**src/rtl/qif_syn_current.sv**
```systemverilog
`default_nettype none
// ============================================================================
// Module   : qif_syn_current
// Purpose  : Synapse stage feeding the QIF neuron. Each accepted presynaptic
//            spike vector adds the weights of its set bits, one index per
//            cycle, into a 12-bit saturating accumulator. The accumulator is
//            presented as a registered, saturated signed 8-bit current.
// Option   : `define QIF_SYN_LEAK_EN adds a free-running tick counter and a
//            LEAK state that removes acc/2^DECAY_SHIFT once per tick. Without
//            it the block is a pure integrator.
// Ports    : clk         - clock, all logic on the rising edge
//            rst_n       - synchronous reset, ACTIVE-HIGH despite the name
//            spike_in    - presynaptic spike vector (bit i = input i fired)
//            spike_valid - spike_in is valid
//            spike_ready - a spike vector can be accepted this cycle
//            wr_en       - weight write strobe
//            wr_addr     - weight index to write
//            wr_data     - signed 8-bit weight value
//            I_syn       - signed 8-bit synaptic current
//            I_upd       - one-cycle pulse when I_syn shows a finished
//                          accumulation or leak
// Revision : 1.0 - initial release
// ============================================================================
module qif_syn_current #(
  parameter int N_SYN       = 4,
  parameter int DECAY_SHIFT = 3,
  parameter int TICK_DIV    = 16
) (
  input  logic                       clk,
  input  logic                       rst_n,
  input  logic [N_SYN-1:0]           spike_in,
  input  logic                       spike_valid,
  output logic                       spike_ready,
  input  logic                       wr_en,
  input  logic [$clog2(N_SYN)-1:0]   wr_addr,
  input  logic [7:0]                 wr_data,
  output logic signed [7:0]          I_syn,
  output logic                       I_upd
);

  localparam int AW = $clog2(N_SYN);
  localparam logic [AW-1:0] LAST_IDX = AW'(N_SYN - 1);

  typedef enum logic [1:0] {
    IDLE  = 2'd0,
    ACCUM = 2'd1,
    LEAK  = 2'd2
  } state_t;

  state_t                 state, state_nx;
  logic signed [7:0]      weight [N_SYN];
  logic signed [11:0]     acc, acc_nx;
  logic [N_SYN-1:0]       spk;
  logic [AW-1:0]          idx;
  logic                   live;     // low for the cycle after reset so ready rises one cycle late
  logic                   fin, fin_nx;
  logic                   accept;
  logic signed [12:0]     sum;

  function automatic logic signed [11:0] sat12(input logic signed [12:0] v);
    if (v > 13'sd2047)       return 12'sd2047;
    else if (v < -13'sd2048) return -12'sd2048;
    else                     return v[11:0];
  endfunction

  function automatic logic signed [7:0] sat8(input logic signed [11:0] v);
    if (v > 12'sd127)       return 8'sd127;
    else if (v < -12'sd128) return -8'sd128;
    else                    return v[7:0];
  endfunction

`ifdef QIF_SYN_LEAK_EN
  localparam int TW = $clog2(TICK_DIV);
  logic [TW-1:0]      tick;
  logic               leak_pend;
  logic               leak_done;
  logic signed [11:0] delta;

  // A wrap always wins over a same-cycle leak completion so no tick is lost.
  always_ff @(posedge clk) begin
    if (rst_n) begin
      tick      <= '0;
      leak_pend <= 1'b0;
    end else if (tick == TW'(TICK_DIV - 1)) begin
      tick      <= '0;
      leak_pend <= 1'b1;
    end else begin
      tick <= tick + 1'b1;
      if (leak_done) leak_pend <= 1'b0;
    end
  end
`endif

  // Next-state and datapath control
  always_comb begin
    state_nx    = state;
    acc_nx      = acc;
    fin_nx      = 1'b0;
    accept      = 1'b0;
    spike_ready = 1'b0;
    sum         = {acc[11], acc} + {{5{weight[idx][7]}}, weight[idx]};
`ifdef QIF_SYN_LEAK_EN
    leak_done   = 1'b0;
    delta       = acc >>> DECAY_SHIFT;
    // Positive values would stall above zero once the shift underflows.
    if (delta == 12'sd0 && acc > 12'sd0) delta = 12'sd1;
`endif
    case (state)
      IDLE: begin
`ifdef QIF_SYN_LEAK_EN
        spike_ready = live & ~leak_pend;
        if (leak_pend) begin
          state_nx = LEAK;
        end else if (spike_valid && spike_ready) begin
          accept   = 1'b1;
          state_nx = ACCUM;
        end
`else
        spike_ready = live;
        if (spike_valid && spike_ready) begin
          accept   = 1'b1;
          state_nx = ACCUM;
        end
`endif
      end
      ACCUM: begin
        if (spk[idx]) acc_nx = sat12(sum);
        if (idx == LAST_IDX) begin
          state_nx = IDLE;
          fin_nx   = 1'b1;
        end
      end
`ifdef QIF_SYN_LEAK_EN
      LEAK: begin
        acc_nx    = sat12({acc[11], acc} - {delta[11], delta});
        leak_done = 1'b1;
        fin_nx    = 1'b1;
        state_nx  = IDLE;
      end
`endif
      default: state_nx = IDLE;
    endcase
  end

  always_ff @(posedge clk) begin
    if (rst_n) state <= IDLE;
    else       state <= state_nx;
  end

  // I_syn follows acc one cycle late; I_upd is fin delayed to line up with it.
  always_ff @(posedge clk) begin
    if (rst_n) begin
      acc   <= '0;
      spk   <= '0;
      idx   <= '0;
      live  <= 1'b0;
      fin   <= 1'b0;
      I_syn <= '0;
      I_upd <= 1'b0;
    end else begin
      acc   <= acc_nx;
      live  <= 1'b1;
      fin   <= fin_nx;
      I_syn <= sat8(acc);
      I_upd <= fin;
      if (accept) begin
        spk <= spike_in;
        idx <= '0;
      end else if (state == ACCUM) begin
        idx <= idx + 1'b1;
      end
    end
  end

  // Weight table; a same-cycle read of the written index still sees the old value.
  always_ff @(posedge clk) begin
    if (rst_n) begin
      for (int i = 0; i < N_SYN; i++) weight[i] <= '0;
    end else if (wr_en && (int'(wr_addr) < N_SYN)) begin
      weight[wr_addr] <= wr_data;
    end
  end

endmodule
`default_nettype wire
```
**config.mk**
```make
export PLATFORM = sky130hd
export DESIGN_NAME = qif_syn_current
export DESIGN_NICKNAME = d
export VERILOG_FILES = /design/src/rtl/qif_syn_current.sv
export SDC_FILE = /design/constraint.sdc
export NUM_CORES = 1
export LEC_CHECK = 0
export ABC_CLOCK_PERIOD_IN_PS = 2900
export CORE_MARGIN = 2
export CORE_UTILIZATION = 52
export DETAILED_ROUTE_END_ITERATION = 6
export PLACE_DENSITY_LB_ADDON = 0.3
export RECOVER_POWER = 25
export SLEW_MARGIN = 15
export SYNTH_ARGS = -nofsm -noshare
export SYNTH_HDL_FRONTEND = slang
export SYNTH_SLANG_ARGS = --single-unit
```
**constraint.sdc**
```tcl
create_clock -name clk -period 2.9 [get_ports clk]
set_input_delay 0.58 -clock clk [delete_from_list [all_inputs] [get_ports clk]]
set_output_delay 0.58 -clock clk [all_outputs]
set_load 0.02 [all_outputs]
```
== Yosys cells after proc, flatten, opt, wreduce, memory -nomap -nowiden ==
Memory sizes are Yosys's and may differ from the RTL's. A register that Yosys moved wholly into a read port is not among the register bits.
Cells that the tools add are included.
Cells by class
  add/subtract/negate cells: 2
  multipliers: 0
  div/mod/pow operators: 0
  magnitude comparators: 5
  equality and inequality tests: 4
  shifts and indexed selects: 0
  multiplexer cells: 24
  bitwise gates (word level): 1
  reduce and logical (&&, ||, !) cells: 8
Operators by type and width (number)
  12-bit two-way mux: 2
  8-bit two-way mux: 2
  12-bit by 8-bit adder with 13-bit output: 1
  13-bit by 12-bit > comparator with 1-bit output (second input constant): 1
  13-bit by 12-bit < comparator with 1-bit output (second input constant): 1
  12-bit by 8-bit > comparator with 1-bit output (second input constant): 1
  12-bit by 8-bit < comparator with 1-bit output (second input constant): 1
  1-bit two-way mux: 12
  2-bit two-way mux: 5
  8-bit OR reduction: 1
  7-bit two-way mux: 1
  2-bit OR reduction: 3
  2-bit != test (second input constant): 2
  2-bit one-hot mux with 2 select lines: 1
  2-bit AND reduction: 2
  2-bit by 3-bit < comparator with 1-bit output (second input constant): 1
  2-bit by 1-bit adder with 2-bit output (second input constant): 1
  1-bit binary-select mux with 2-bit select: 1
  2-bit by 1-bit == test with 1-bit output (second input constant): 1
  2-bit == test (second input constant): 1
  2-bit logical NOT: 1
  1-bit logical AND: 1
  1-bit inverter: 1
Storage, ports and cells
  flip-flop bits (word level): 31
  bits in latches: 0
  bits in writable memories: 32
  bits in read-only memories: 0
  input port bits: 18
  output and inout port bits: 10
  logic and storage cells: 54
  memories: 1
Memory list
  weight: depth 4, bits a word 8, read ports 1, clocked after memory_dff 1, wr ports 4, line 51  | logic signed [7:0] weight [N_SYN];

== Depth between registers and ports, before layout ==
  depth after elaboration: 5
  mapped depth: 11
  depth with buffers taken out: 9

== Worst setup path after synthesis ==
OpenSTA, ideal clock, no wires.
  kind: register to register
  from: register with a tool-made name
  to: register acc[10]
  setup time: 134 ps
  arrival: 3048 ps
  required time: 2766 ps
  slack: -282 ps
  cell stages (with the launch flop): 12
  path buffers: 2
  period minus slack after synthesis: 3182 ps
  cell sequence: dfxtp_1 -> clkbuf_1 -> mux4_2 -> ha_1 -> fa_1 -> a211oi_1 -> o211ai_2 -> a31oi_1 -> or4b_1 -> o311a_2 -> buf_6 -> o32ai_2
RTL lines
  to (signal assigned): line 161  | acc <= acc_nx;
  to (decl): line 52  | logic signed [11:0] acc, acc_nx;

==> flow_summary.toml <==
[worst_setup_path]
start_kind = "register"
crit_type = "reg -> reg"
setup.worst_path.end_class = "register"
arrival_ns = 3.08
worst-endpoint-required_ns = 3.12
r2r_setup_slack_ns = 0.04
path_max_fanout = 8

[grt]
antenna_found_initial = 0
grt_pass1_wl_um = 10300
grt_max_degree = 17
grt_pass1_vias = 2193
gr-usage-all-layers_pct = 20.6
overflow = 0

[drt]
drt-initial-drc-count = 165
wl_um = 6500
wire_per_inst_um = 16.2
drc = 0
via_count = 2237
postRouteAntennaNets = 0
vias_per_cell = 5.56
dr.pass1.iters = 4

[finish]
drive_gt1_share_pct = 26.9
fin_util_pct = 67.8
diodes = 0
fillCellCount = 446
area_growth_syn_to_layout_pct = 25.8
fin_cells = 402
final_nets = 354

[cts]
cts.path.max_buffers = 2
clkTransAtPathRegs_ns = 0.07
cts_buffers = 9
clock_sinks = 64
htree_num_levels = 3
clk_latency_ns = 0.35
cts_tree = "yes"
clockRootBuffer = "clkbuf_8"

[min_path]
hp-class = "reg -> reg"

[logic_synthesis]
synth.largest_area_cell = "edfxtp_1"
syn_avg_cell_area_um2 = 11.9
syn_inst = 269
synth_edf_count = 32
synth_fp_nets = 301
ys_top_cells_by_area = "edfxtp_1, dfxtp_1, and2_1"
ys_ff_latch = 64
yosysWarnings = 0
netlist.area_leader.share_pct = 30.1
ys_types = 52
yosys_most_used_dff = "edfxtp_1"
syn-cell-area_um2 = 3190
ys_seq_area_share_pct = 50.2
async_flop_share_pct = 0

[timing]
slew_headroom_pct = 57.6
fin_crit_sh_pct = 98.6
rsz0062_at_grt = "yes"
hold_violations = 0
fin_crit_ns = 2.86
max_freq_mhz = 350
fin_skew_ns = 0.00914
finalWorstSetupSlack_ns = 0.0400
setup_viol = 0
slew_violations = 0
tightest_slew_ns = 0.636

[die]
die_height_um = 82.3
die_x_um = 82.3
row_count = 28
start_util_pct = 53.9
die_area_um2 = 6780
num_io_pins = 28
core_area_um2 = 5920

[run_status]
status = "finished clean"

[place]
place.port_buffers = 27
dp_hpwl_um = 4500
pre_cts_ws_ns = -0.106
dp.cells = 380
gp_congestion = 0.875

[power]
ir_drop_mv = 0.321
powerDensity_nw_per_um2 = 509
finalPower_mw = 2.04
p_leak_nw = 1.50

[run]
cap_violations = 0
## critical path, stage by stage (launching register included)
cell,delay (ns)
dfxtp_2,0.34
buf_12,0.13
mux4_2,0.54
ha_4,0.20
fa_2,0.37
a211oi_4,0.26
o211ai_2,0.15
a31o_2,0.27
a21oi_2,0.14
xor2_1,0.22
o32ai_2,0.11
## path summary, 6_finish.rpt
kind                                 to  cells after the start      from
worst max-delay path            acc[10]                     10  register
worst max register to register  acc[10]                     10  register
worst min-delay path              I_upd                      1       fin
worst min register to register    I_upd                      1       fin
## routing by layer
metal / vias up / routed length (um) / global-route usage, %
li1: 1111 / - / -
met2: 53 / 3180 / 32.9
met3: 16 / 242 / 4.02
met5: - / 0 / 0
met4: 0 / 135 / 11.0
met1: 1057 / 2940 / 26.6
## where the power goes
part,leakage (nW),internal (mW),switching [mW],total [mW]
sequential,0.572,1.01,0.0247,1.03
combinational,0.850,0.177,0.181,0.358
clock,0.0757,0.304,0.353,0.656
## area by class of cell
cell class	instances	area [um2]	area share (%)
multi-input cells	194	1690	42.2
flip-flops and latches	64	1600	40.0
repair buffers	50	448	11.2
clock buffers	10	128	3.18
well taps	75	93.8	2.34
clock inverters	6	36.3	0.904
inverters	3	11.3	0.280
## cell families (layout without fill, tap and decap cells)
group / after synthesis / in the layout / synth area share, %
adders and majority gates: 14 / 14 / 5.73
muxes: 15 / 15 / 8.24
and+or+nand+nor: 85 / 85 / 14.9
xor gates and xnor gates: 8 / 8 / 2.20
buffers and inverters: 12 / 69 / 1.84
DFF: 64 / 64 / 50.2
AOI/OAI and AO/OA: 71 / 72 / 16.9
## per-stage QoR
stage          TNS (ns)  hold slack, ns  instance area, um2
2_1_floorplan         0           0.414                3200
3_3_place_gp     -0.251           0.424                3670
3_5_place_dp     -0.749           0.451                3670
4_1_cts               0           0.461                3900
5_1_grt          -0.775           0.467                4020
6_report              0           0.451                4020
## Yosys cell counts (all sizes together), types with 4 or more instances
library cell and n:
nor2 7, xnor2 4, and2 35, o21a 8, a21oi 24, xor2 4
ha 13, nor3 5, mux2i 6, a21o 5, mux4 9, nand2 16
clkbuf 6, edfxtp 32, nor2b 7, dfxtp 32, o21ai 17
## layout by cell type (no fill, tap or decap), types with 3 or more instances in the layout
cell,instances
a21oi_1,13
a21oi_2,9
and2_0,4
and2_1,31
buf_4,18
clkbuf_1,4
clkbuf_8,9
clkdlybuf4s50_1,25
clkinvlp_4,3
dfxtp_1,30
edfxtp_1,32
ha_1,4
ha_4,7
inv_1,3
mux2i_1,5
mux4_2,9
nand2_1,16
nor2_1,7
nor2b_1,7
nor3_1,5
o21a_1,8
o21ai_0,15
or2_2,3
xnor2_1,4
xor2_1,4
## repair_timing
item / CTS / global route
setup endpoints to repair: 11 / 11
gates resized for setup: 6 / 20
setup buffers: 4 / 2
pin swaps: 4 / 8
hold endpoints to repair: 0 / 0
gates cloned: 0 / 1
hold buffers: 0 / 0
## registers in the layout, indices dropped and copies added (netlist names), named ones only
signal  count
weight     32
acc        12
I_syn       8
spk         4
idx         2
I_upd       1
fin         1
live        1
state       1
Power figures use the tool's default switching activity.
